===== config.mk =====
export PLATFORM = sky130hd
export DESIGN_NAME = operand_fetch_unit_flat
export DESIGN_NICKNAME = d
export VERILOG_FILES = /design/src/rtl/operand_fetch_unit_if.sv /design/src/rtl/operand_fetch_unit.sv /design/src/flat_wrapper.sv
export SDC_FILE = /design/constraint.sdc
export NUM_CORES = 1
export LEC_CHECK = 0
export CAP_MARGIN = 40
export CORE_MARGIN = 3
export CORE_UTILIZATION = 40
export DETAILED_ROUTE_END_ITERATION = 10
export PLACE_DENSITY = 0.77
export SYNTH_ARGS = -nofsm -noshare
export SYNTH_HDL_FRONTEND = slang
export SYNTH_SLANG_ARGS = --single-unit
export TNS_END_PERCENT = 1

===== constraint.sdc =====
create_clock -name clk -period 1.72 [get_ports clk]
set_clock_uncertainty 0.15 [all_clocks]
set_input_delay 0.344 -clock clk [delete_from_list [all_inputs] [get_ports clk]]
set_output_delay 0.344 -clock clk [all_outputs]
set_load 0.01 [all_outputs]

===== src/rtl/operand_fetch_unit_if.sv =====
// Operand fetch bundle: decode request, register-file read port and execute response.
interface operand_fetch_unit_if #(
   parameter int unsigned DATA_W = 32,
   parameter int unsigned IDX_W  = 4
);
   logic              req_valid;
   logic              req_ready;
   logic [2:0]        req_mask;
   logic [IDX_W-1:0]  req_rn;
   logic [IDX_W-1:0]  req_rm;
   logic [IDX_W-1:0]  req_rs;
   logic [DATA_W-1:0] pc_in;
   logic              rf_rd_en;
   logic [IDX_W-1:0]  rf_rd_addr;
   logic [DATA_W-1:0] rf_rd_data;
   logic              rsp_valid;
   logic              rsp_ready;
   logic [DATA_W-1:0] op_a;
   logic [DATA_W-1:0] op_b;
   logic [DATA_W-1:0] op_c;

   // The fetch unit itself
   modport slave (
      input  req_valid, req_mask, req_rn, req_rm, req_rs, pc_in, rf_rd_data, rsp_ready,
      output req_ready, rf_rd_en, rf_rd_addr, rsp_valid, op_a, op_b, op_c
   );

   // Decode, register file and execute side
   modport master (
      output req_valid, req_mask, req_rn, req_rm, req_rs, pc_in, rf_rd_data, rsp_ready,
      input  req_ready, rf_rd_en, rf_rd_addr, rsp_valid, op_a, op_b, op_c
   );
endinterface


===== src/rtl/operand_fetch_unit.sv =====
// Fetches up to three register operands one per cycle through a synchronous read port.
// Optional feature macro OPF_PC_BYPASS_EN: R15 operands return latched PC_IN+8 without a read.
module operand_fetch_unit #(
   parameter int unsigned DATA_W = 32,
   parameter int unsigned IDX_W  = 4
) (
   input logic                clk,
   input logic                rst_n,
   operand_fetch_unit_if.slave bus
);
   localparam int unsigned N_OPS = 3;
   localparam int unsigned TGT_W = 2;

   typedef enum logic [1:0] {IDLE, FETCH, RESP} state_e;

   state_e            state_q, state_d;
   logic [N_OPS-1:0]  pend_q, pend_d;
   logic [IDX_W-1:0]  rn_q, rn_d, rm_q, rm_d, rs_q, rs_d;
   logic              req_ready_q, req_ready_d;
   logic              rd_en_q, rd_en_d;
   logic [IDX_W-1:0]  rd_addr_q, rd_addr_d;
   logic [TGT_W-1:0]  rd_tgt_q, rd_tgt_d;
   logic              cap_en_q, cap_en_d;
   logic [TGT_W-1:0]  cap_tgt_q, cap_tgt_d;
   logic              rsp_valid_q, rsp_valid_d;
   logic [DATA_W-1:0] op_a_q, op_a_d, op_b_q, op_b_d, op_c_q, op_c_d;

   logic [N_OPS-1:0]  need_c;
   logic [N_OPS-1:0]  issue_src_c;
   logic [IDX_W-1:0]  src_rn_c, src_rm_c, src_rs_c;

`ifdef OPF_PC_BYPASS_EN
   localparam logic [IDX_W-1:0] PC_IDX = IDX_W'(15);
   logic [DATA_W-1:0] pc_plus8_c;
   assign pc_plus8_c = bus.pc_in + DATA_W'(8);
`endif

   // Operands of the incoming request that need a register-file read
   always_comb begin
      need_c = bus.req_mask;
`ifdef OPF_PC_BYPASS_EN
      if (bus.req_rn == PC_IDX) need_c[0] = 1'b0;
      if (bus.req_rm == PC_IDX) need_c[1] = 1'b0;
      if (bus.req_rs == PC_IDX) need_c[2] = 1'b0;
`endif
   end

   always_comb begin
      state_d     = state_q;
      rn_d        = rn_q;
      rm_d        = rm_q;
      rs_d        = rs_q;
      req_ready_d = req_ready_q;
      rsp_valid_d = rsp_valid_q;
      op_a_d      = op_a_q;
      op_b_d      = op_b_q;
      op_c_d      = op_c_q;
      rd_en_d     = 1'b0;
      rd_addr_d   = '0;
      rd_tgt_d    = '0;
      cap_en_d    = rd_en_q;
      cap_tgt_d   = rd_tgt_q;
      issue_src_c = '0;
      src_rn_c    = rn_q;
      src_rm_c    = rm_q;
      src_rs_c    = rs_q;

      // Read data arrives the cycle after its strobe
      if (cap_en_q) begin
         case (cap_tgt_q)
            2'd0:    op_a_d = bus.rf_rd_data;
            2'd1:    op_b_d = bus.rf_rd_data;
            default: op_c_d = bus.rf_rd_data;
         endcase
      end

      case (state_q)
         IDLE: begin
            req_ready_d = 1'b1;
            if (bus.req_valid && req_ready_q) begin
               rn_d        = bus.req_rn;
               rm_d        = bus.req_rm;
               rs_d        = bus.req_rs;
               src_rn_c    = bus.req_rn;
               src_rm_c    = bus.req_rm;
               src_rs_c    = bus.req_rs;
               req_ready_d = 1'b0;
`ifdef OPF_PC_BYPASS_EN
               op_a_d = (bus.req_mask[0] && bus.req_rn == PC_IDX) ? pc_plus8_c : '0;
               op_b_d = (bus.req_mask[1] && bus.req_rm == PC_IDX) ? pc_plus8_c : '0;
               op_c_d = (bus.req_mask[2] && bus.req_rs == PC_IDX) ? pc_plus8_c : '0;
`else
               op_a_d = '0;
               op_b_d = '0;
               op_c_d = '0;
`endif
               if (need_c == '0) begin
                  state_d = RESP;
               end else begin
                  state_d     = FETCH;
                  issue_src_c = need_c;
               end
            end
         end
         FETCH: begin
            issue_src_c = pend_q;
            if (pend_q == '0 && !rd_en_q && cap_en_q) begin
               state_d     = RESP;
               rsp_valid_d = 1'b1;
            end
         end
         RESP: begin
            if (rsp_valid_q && bus.rsp_ready) begin
               state_d     = IDLE;
               rsp_valid_d = 1'b0;
               req_ready_d = 1'b1;
               op_a_d      = '0;
               op_b_d      = '0;
               op_c_d      = '0;
            end else begin
               rsp_valid_d = 1'b1;
            end
         end
         default: state_d = IDLE;
      endcase

      // Issue the lowest-numbered pending operand
      pend_d = issue_src_c;
      if (issue_src_c[0]) begin
         rd_en_d   = 1'b1;
         rd_addr_d = src_rn_c;
         rd_tgt_d  = 2'd0;
         pend_d[0] = 1'b0;
      end else if (issue_src_c[1]) begin
         rd_en_d   = 1'b1;
         rd_addr_d = src_rm_c;
         rd_tgt_d  = 2'd1;
         pend_d[1] = 1'b0;
      end else if (issue_src_c[2]) begin
         rd_en_d   = 1'b1;
         rd_addr_d = src_rs_c;
         rd_tgt_d  = 2'd2;
         pend_d[2] = 1'b0;
      end
   end

   always_ff @(posedge clk or negedge rst_n) begin
      if (!rst_n) begin
         state_q     <= IDLE;
         pend_q      <= '0;
         rn_q        <= '0;
         rm_q        <= '0;
         rs_q        <= '0;
         req_ready_q <= 1'b1;
         rd_en_q     <= 1'b0;
         rd_addr_q   <= '0;
         rd_tgt_q    <= '0;
         cap_en_q    <= 1'b0;
         cap_tgt_q   <= '0;
         rsp_valid_q <= 1'b0;
         op_a_q      <= '0;
         op_b_q      <= '0;
         op_c_q      <= '0;
      end else begin
         state_q     <= state_d;
         pend_q      <= pend_d;
         rn_q        <= rn_d;
         rm_q        <= rm_d;
         rs_q        <= rs_d;
         req_ready_q <= req_ready_d;
         rd_en_q     <= rd_en_d;
         rd_addr_q   <= rd_addr_d;
         rd_tgt_q    <= rd_tgt_d;
         cap_en_q    <= cap_en_d;
         cap_tgt_q   <= cap_tgt_d;
         rsp_valid_q <= rsp_valid_d;
         op_a_q      <= op_a_d;
         op_b_q      <= op_b_d;
         op_c_q      <= op_c_d;
      end
   end

   assign bus.req_ready  = req_ready_q;
   assign bus.rf_rd_en   = rd_en_q;
   assign bus.rf_rd_addr = rd_addr_q;
   assign bus.rsp_valid  = rsp_valid_q;
   assign bus.op_a       = op_a_q;
   assign bus.op_b       = op_b_q;
   assign bus.op_c       = op_c_q;
endmodule


===== src/flat_wrapper.sv =====
// flat-port wrapper written by rule: the top's interface ports become plain ports
module operand_fetch_unit_flat 
#(
   parameter int unsigned DATA_W = 32,
   parameter int unsigned IDX_W  = 4
)
  (clk, rst_n, bus_req_valid, bus_req_mask, bus_req_rn, bus_req_rm, bus_req_rs, bus_pc_in, bus_rf_rd_data, bus_rsp_ready, bus_req_ready, bus_rf_rd_en, bus_rf_rd_addr, bus_rsp_valid, bus_op_a, bus_op_b, bus_op_c);
  operand_fetch_unit_if #(.DATA_W(DATA_W), .IDX_W(IDX_W)) bus_i ();
  input logic clk;
  input logic rst_n;
  input wire logic [$bits(bus_i.req_valid)-1:0] bus_req_valid;
  input wire logic [$bits(bus_i.req_mask)-1:0] bus_req_mask;
  input wire logic [$bits(bus_i.req_rn)-1:0] bus_req_rn;
  input wire logic [$bits(bus_i.req_rm)-1:0] bus_req_rm;
  input wire logic [$bits(bus_i.req_rs)-1:0] bus_req_rs;
  input wire logic [$bits(bus_i.pc_in)-1:0] bus_pc_in;
  input wire logic [$bits(bus_i.rf_rd_data)-1:0] bus_rf_rd_data;
  input wire logic [$bits(bus_i.rsp_ready)-1:0] bus_rsp_ready;
  output wire logic [$bits(bus_i.req_ready)-1:0] bus_req_ready;
  output wire logic [$bits(bus_i.rf_rd_en)-1:0] bus_rf_rd_en;
  output wire logic [$bits(bus_i.rf_rd_addr)-1:0] bus_rf_rd_addr;
  output wire logic [$bits(bus_i.rsp_valid)-1:0] bus_rsp_valid;
  output wire logic [$bits(bus_i.op_a)-1:0] bus_op_a;
  output wire logic [$bits(bus_i.op_b)-1:0] bus_op_b;
  output wire logic [$bits(bus_i.op_c)-1:0] bus_op_c;
  assign bus_i.req_valid = bus_req_valid;
  assign bus_i.req_mask = bus_req_mask;
  assign bus_i.req_rn = bus_req_rn;
  assign bus_i.req_rm = bus_req_rm;
  assign bus_i.req_rs = bus_req_rs;
  assign bus_i.pc_in = bus_pc_in;
  assign bus_i.rf_rd_data = bus_rf_rd_data;
  assign bus_i.rsp_ready = bus_rsp_ready;
  assign bus_req_ready = bus_i.req_ready;
  assign bus_rf_rd_en = bus_i.rf_rd_en;
  assign bus_rf_rd_addr = bus_i.rf_rd_addr;
  assign bus_rsp_valid = bus_i.rsp_valid;
  assign bus_op_a = bus_i.op_a;
  assign bus_op_b = bus_i.op_b;
  assign bus_op_c = bus_i.op_c;
  operand_fetch_unit #(.DATA_W(DATA_W), .IDX_W(IDX_W)) u_core (.clk(clk), .rst_n(rst_n), .bus(bus_i));
endmodule

Yosys cells after proc, flatten, opt, wreduce, memory -nomap -nowiden
Index checks and enable logic that the tools add are counted.
W data, S select, Z words.
{"block": "totals", "ff_bits": 124, "in_bits": 83, "wordCells": 82}
{"block": "op_classes", "eq_ne": 6, "n_mux": 46, "n_reduce_logical": 15}
{"cell": "$mux W32", "n": 12}
{"cell": "$pmux W32 S2", "n": 3}
{"cell": "$mux W4", "n": 9}
{"cell": "$mux W2", "n": 8}
{"cell": "$mux W1", "n": 8}
{"cell": "$logic_not A3 Y1", "n": 2}
{"cell": "$mux W3", "n": 2}
{"cell": "$ne A2 B1 Y1 const B", "n": 3}
{"cell": "$pmux W2 S3", "n": 1}
{"cell": "$pmux W3 S2", "n": 1}
{"cell": "$eq A2 B1 Y1 const B", "n": 2}
{"cell": "$logic_and A1 B1 Y1", "n": 4}
{"cell": "$logic_not A2 Y1", "n": 2}
{"cell": "$pmux W1 S2", "n": 2}
{"cell": "$reduce_and A2 Y1", "n": 2}
{"cell": "$reduce_bool A2 Y1", "n": 2}
{"cell": "$reduce_and A3 Y1", "n": 1}
{"cell": "$eq A2 B2 Y1 const B", "n": 1}
{"cell": "$reduce_or A2 Y1", "n": 1}
{"cell": "$logic_not A1 Y1", "n": 1}

Longest topological paths before layout
Gate-level depths: netlist of the first run.
{"block": "depth", "depth_word": 7, "depth_mapped": 7, "depth_no_buf": 4}

Worst setup path before layout of the first run
Ideal clock, no wire load.
{"block": "synth_path", "kind": "reg2reg", "startpoint": "register u_core.req_ready_q, in the netlist u_core.bus.req_ready", "endpoint": "register u_core.rd_addr_q[1], in the netlist u_core.bus.rf_rd_addr[1]", "setup_ps": 125, "arrival_ps": 1563, "required_time_ps": 1445, "setup_slack_ps": -118, "stages_incl_launch_ff": 7, "path_buffers": 2, "synth_period_minus_slack_ps": 1838, "path_cell_list": "dfstp_2 -> nor4bb_4 -> buf_6 -> buf_12 -> mux2_4 -> nand3_1 -> nand3_1"}
{"block": "synth_via", "elab_chain_cells": 6}
{"item": "start: declaration", "line": "operand_fetch_unit.sv:19", "rtl": "logic req_ready_q, req_ready_d;"}
{"item": "start signal: assignment", "line": "operand_fetch_unit.sv:170", "rtl": "req_ready_q <= req_ready_d;"}
{"item": "$logic_and A1 B1 Y1 (*)", "line": "operand_fetch_unit.sv:80", "rtl": "if (bus.req_valid && req_ready_q) begin"}
{"item": "$mux W3 or $mux W4 (tied branches)", "line": "operand_fetch_unit.sv:80"}
{"item": "$pmux W3 S2 or $mux W4 (tied branches)", "line": "operand_fetch_unit.sv:77", "rtl": "case (state_q)"}
{"item": "$mux W4", "line": "operand_fetch_unit.sv:139", "rtl": "end else if (issue_src_c[2]) begin"}
{"item": "$mux W4", "line": "operand_fetch_unit.sv:134", "rtl": "end else if (issue_src_c[1]) begin"}
{"item": "$mux W4 (*)", "line": "operand_fetch_unit.sv:129", "rtl": "if (issue_src_c[0]) begin"}
{"item": "net u_core.rd_addr_d[1]", "line": "operand_fetch_unit.sv:21", "rtl": "logic [IDX_W-1:0] rd_addr_q, rd_addr_d;"}
{"item": "end signal: assignment", "line": "operand_fetch_unit.sv:172", "rtl": "rd_addr_q <= rd_addr_d;"}
{"item": "end: declaration", "line": "operand_fetch_unit.sv:21"}
Mark *: on every way through the listed nets, which the timed path passes. The rest lies on a longest branch.
A chain may end at the register's enable or synchronous reset.

Worst setup path after layout of the first run
{"block": "layout_path", "startpoint": "register u_core.req_ready_q, in the netlist u_core.bus.req_ready", "endpoint": "register u_core.op_b_q[7], in the netlist u_core.bus.op_b[7]"}
{"block": "layout_via", "elab_chain_cells": 3}
{"item": "$logic_and A1 B1 Y1", "line": "operand_fetch_unit.sv:80"}
{"item": "$mux W32", "line": "operand_fetch_unit.sv:80"}
{"item": "$pmux W32 S2", "line": "operand_fetch_unit.sv:77"}
{"item": "net u_core.op_b_d[7]", "line": "operand_fetch_unit.sv:26", "rtl": "logic [DATA_W-1:0] op_a_q, op_a_d, op_b_q, op_b_d, op_c_q, op_c_d;"}
{"item": "end signal: assignment", "line": "operand_fetch_unit.sv:178", "rtl": "op_b_q <= op_b_d;"}
{"item": "end: declaration", "line": "operand_fetch_unit.sv:26"}
The timed path passes the listed nets, and every way through them passes these cells.

==> qor.yml, run 1 <==
run_status:
  outcome: "finished, violations left"
  violations: "negative setup slack"
sta:
  slew_headroom_pct: 68.6
  setup_violations: 100
  setup_slack_ns: -0.0893
  timing.final.max_slew_violations: 0
  post-route-period-util_pct: 105
  finalCriticalPeriod_ns: 1.81
  whs_ns: 0.196
  hold_violations: 0
  rsz0062_at_grt: "true"
  worst_pin_slew_ns: 0.464
  timing.fmax_mhz: 553
clock_network:
  insertion_delay_ns: 0.41
  root_buffer: "clkbuf_16"
  h-tree-depth: 4
  cts.clk_slew.worst_paths_ns: 0.05
  clockBufferDepth: 2
  cts.sinks: 120
  cts_tree: "built"
  cts_made_buffers: 17
setup_path:
  r2r_start: "u_core.bus.req_ready"
  criticalPathCategory: "reg2reg"
  critPathArrivalTime_ns: 1.94
  startpoint_type: "register"
  r2r_setup_slack_ns: -0.09
  required_ns: 1.85
  path_max_fanout: 43
  cp-startpoint: "u_core.bus.req_ready"
  cp-end-kind: "register"
finish:
  final_cell_mix: "204 x nand2_1, 119 x dfrtp_1, 102 x dlygate4sd2_1"
  drive_above_1_share_pct: 12.1
  fill_cells: 976
  diodes: 0
  fin_area_sq_um: 7280
  area_delta_synth_final_pct: 49.8
  nets: 763
  layout_commonest_cell: "nand2_1"
grt:
  grt_pass1_wl_um: 22500
  grt_pass1_vias: 4496
  grt_max_degree: 44
  antenna_found_initial: 0
  grt_use_total_pct: 21.5
  grt_overflow_total: 0
detailed_routing:
  drtIter0Drc: 372
  via_count: 4331
  drc: 0
  viasPerCell: 5.18
  routed_wl_um: 13900
  wire_per_inst_um: 16.6
  ant_nets: 0
  dr.pass1.iters: 6
yosys:
  synth_seq_area_share_pct: 61.8
  synth_seq_cells: 120
  yosys_warnings: 0
  synthCells: 509
  synth_nets: 592
  synth_cell_type_count: 33
  synth.cell_area_sq_um: 4860
  syn_avg_cell_area_sq_um: 9.55
floorplanning:
  core-area_sq_um: 11700
  rows: 39
  die_area_sq_um: 13500
  start_util_pct: 41.7
  ios: 186
  fp.dieH_um: 116
  die_w_um: 116
placed_design:
  place_congestion: 0.825
  place_ws_ns: -0.444
  dp_hpwl_um: 9530
  portBuffers: 153
  place_area_sq_um: 6700
run:
  max_cap_viol_count: 0
power_and_ir_drop:
  ir_worst_vdd_v: 0.000794
  powerDensity_nw_per_um2: 1670
  power.leakage_nw: 3.62
min_path:
  min_from: "u_core.cap_tgt_d[0]"
  hp-class: "reg2reg"
[synthesized netlist by cell type (all sizes together)]
cell	n	area share (%)
dfstp	1	0.54
dfrtp	119	61
mux2i	1	0.21
and3b	1	0.18
nor4bb	1	0.51
a21oi	98	10
inv	4	0.31
a22oi	1	0.15
a32oi	1	0.18
nand3b	2	0.31
nor3b	1	0.26
clkbuf	22	1.7
a21o	1	0.15
nor2	6	0.62
nand3	8	0.82
nor4b	2	0.49
or3b	1	0.18
o21ai	2	0.21
mux2	9	2.2
nand4b	6	1.1
nand2	204	16
and2	2	0.26
nor3	1	0.10
nand4	1	0.13
buf	13	2.1
o32ai	1	0.18
[worst max-delay path, stage by stage, from the launching register on]
cell and delay, ns:
dfstp_2 0.56, buf_4 0.12, nand2_1 0.05, mux2_4 0.28
nor2_4 0.18, buf_12 0.24, a21oi_1 0.09
[metal layers]
layer,track usage (%),wire length [um],vias up,share of wire (%)
met3,7.25,1160,15,8.3
met2,35.1,6970,157,50
met5,0,0,-,0
li1,-,-,2012,-
met1,26.6,5580,2147,40
met4,7.89,171,0,1.2
[cell families after synthesis]
group           count (synthesis)  share of synthesized area, %
buf+inv                        39                          4.14
flops                         120                          61.8
compound gates                104                          11.0
simple gates                  236                          20.7
mux                            10                          2.44
[what timing repair did]
item | in CTS | in global routing
setup buffers | 0 | 1
pin swaps | 2 | 1
resized for setup | 111 | 8
hold buffers | 1 | 0
setup endpoints to repair | 116 | 103
hold endpoints to repair | 28 | 0
[flip-flops by register name, summed over array words and instances, names as in the netlist]
register               count
u_core.bus.rf_rd_en        1
u_core.bus.rf_rd_addr      4
u_core.rs_q                4
u_core.cap_en_q            1
u_core.bus.rsp_valid       1
u_core.cap_tgt_d           2
u_core.cap_tgt_q           2
u_core.bus.op_c           32
u_core.bus.op_a           32
u_core.rm_q                4
u_core.pend_q              2
u_core.bus.req_ready       1
u_core.state_q             2
u_core.bus.op_b           32
[layout make-up]
type / count / area [sq um] / share of cell area (%)
flip-flops and latches: 120 / 3000 / 41.2
repair buffers: 187 / 1730 / 23.8
multi-input cells: 350 / 1710 / 23.5
clock buffers: 25 / 505 / 6.94
well taps: 143 / 179 / 2.46
clock inverters: 7 / 138 / 1.89
inverters: 4 / 15.0 / 0.206
[power breakdown]
group / total [W] / leakage [nW] / switching [W] / internal [W]
combinational: 0.00418 / 1.70 / 0.00229 / 0.00189
clock: 0.00381 / 0.313 / 0.00120 / 0.00261
sequential: 0.00418 / 1.61 / 0.000465 / 0.00372
[metrics by stage]
step / power [W] / std cells / util, % / TNS (ns)
after floorplan: 0.00641 / 509 / - / -0.0341
after global placement: 0.00865 / 802 / 57.5 / -36.11
final: 0.0122 / 836 / 62.5 / -4.77
after global routing: 0.0129 / 836 / 62.5 / -11.18
after CTS: 0.0122 / 835 / 62.2 / -0.346
after detailed placement: 0.00880 / 802 / 57.5 / -39.10
[worst paths after layout]
kind	end	depth (start not counted)
max	u_core.bus.op_b[7]	6
min	u_core.cap_tgt_q[0]	0
max reg2reg	u_core.bus.op_b[7]	6
min reg2reg	u_core.cap_tgt_q[0]	0
max in group asynchronous	u_core.bus.op_a[6]	3
min in group asynchronous	u_core.bus.rsp_valid	2
(Power assumes the default switching activity.)
==> inputs of run 2 (changes only) <==
- ABC_AREA: unset -> 0
==> results of run 2 <==
Final layout, timing and power as in run 1 (identical DEF).
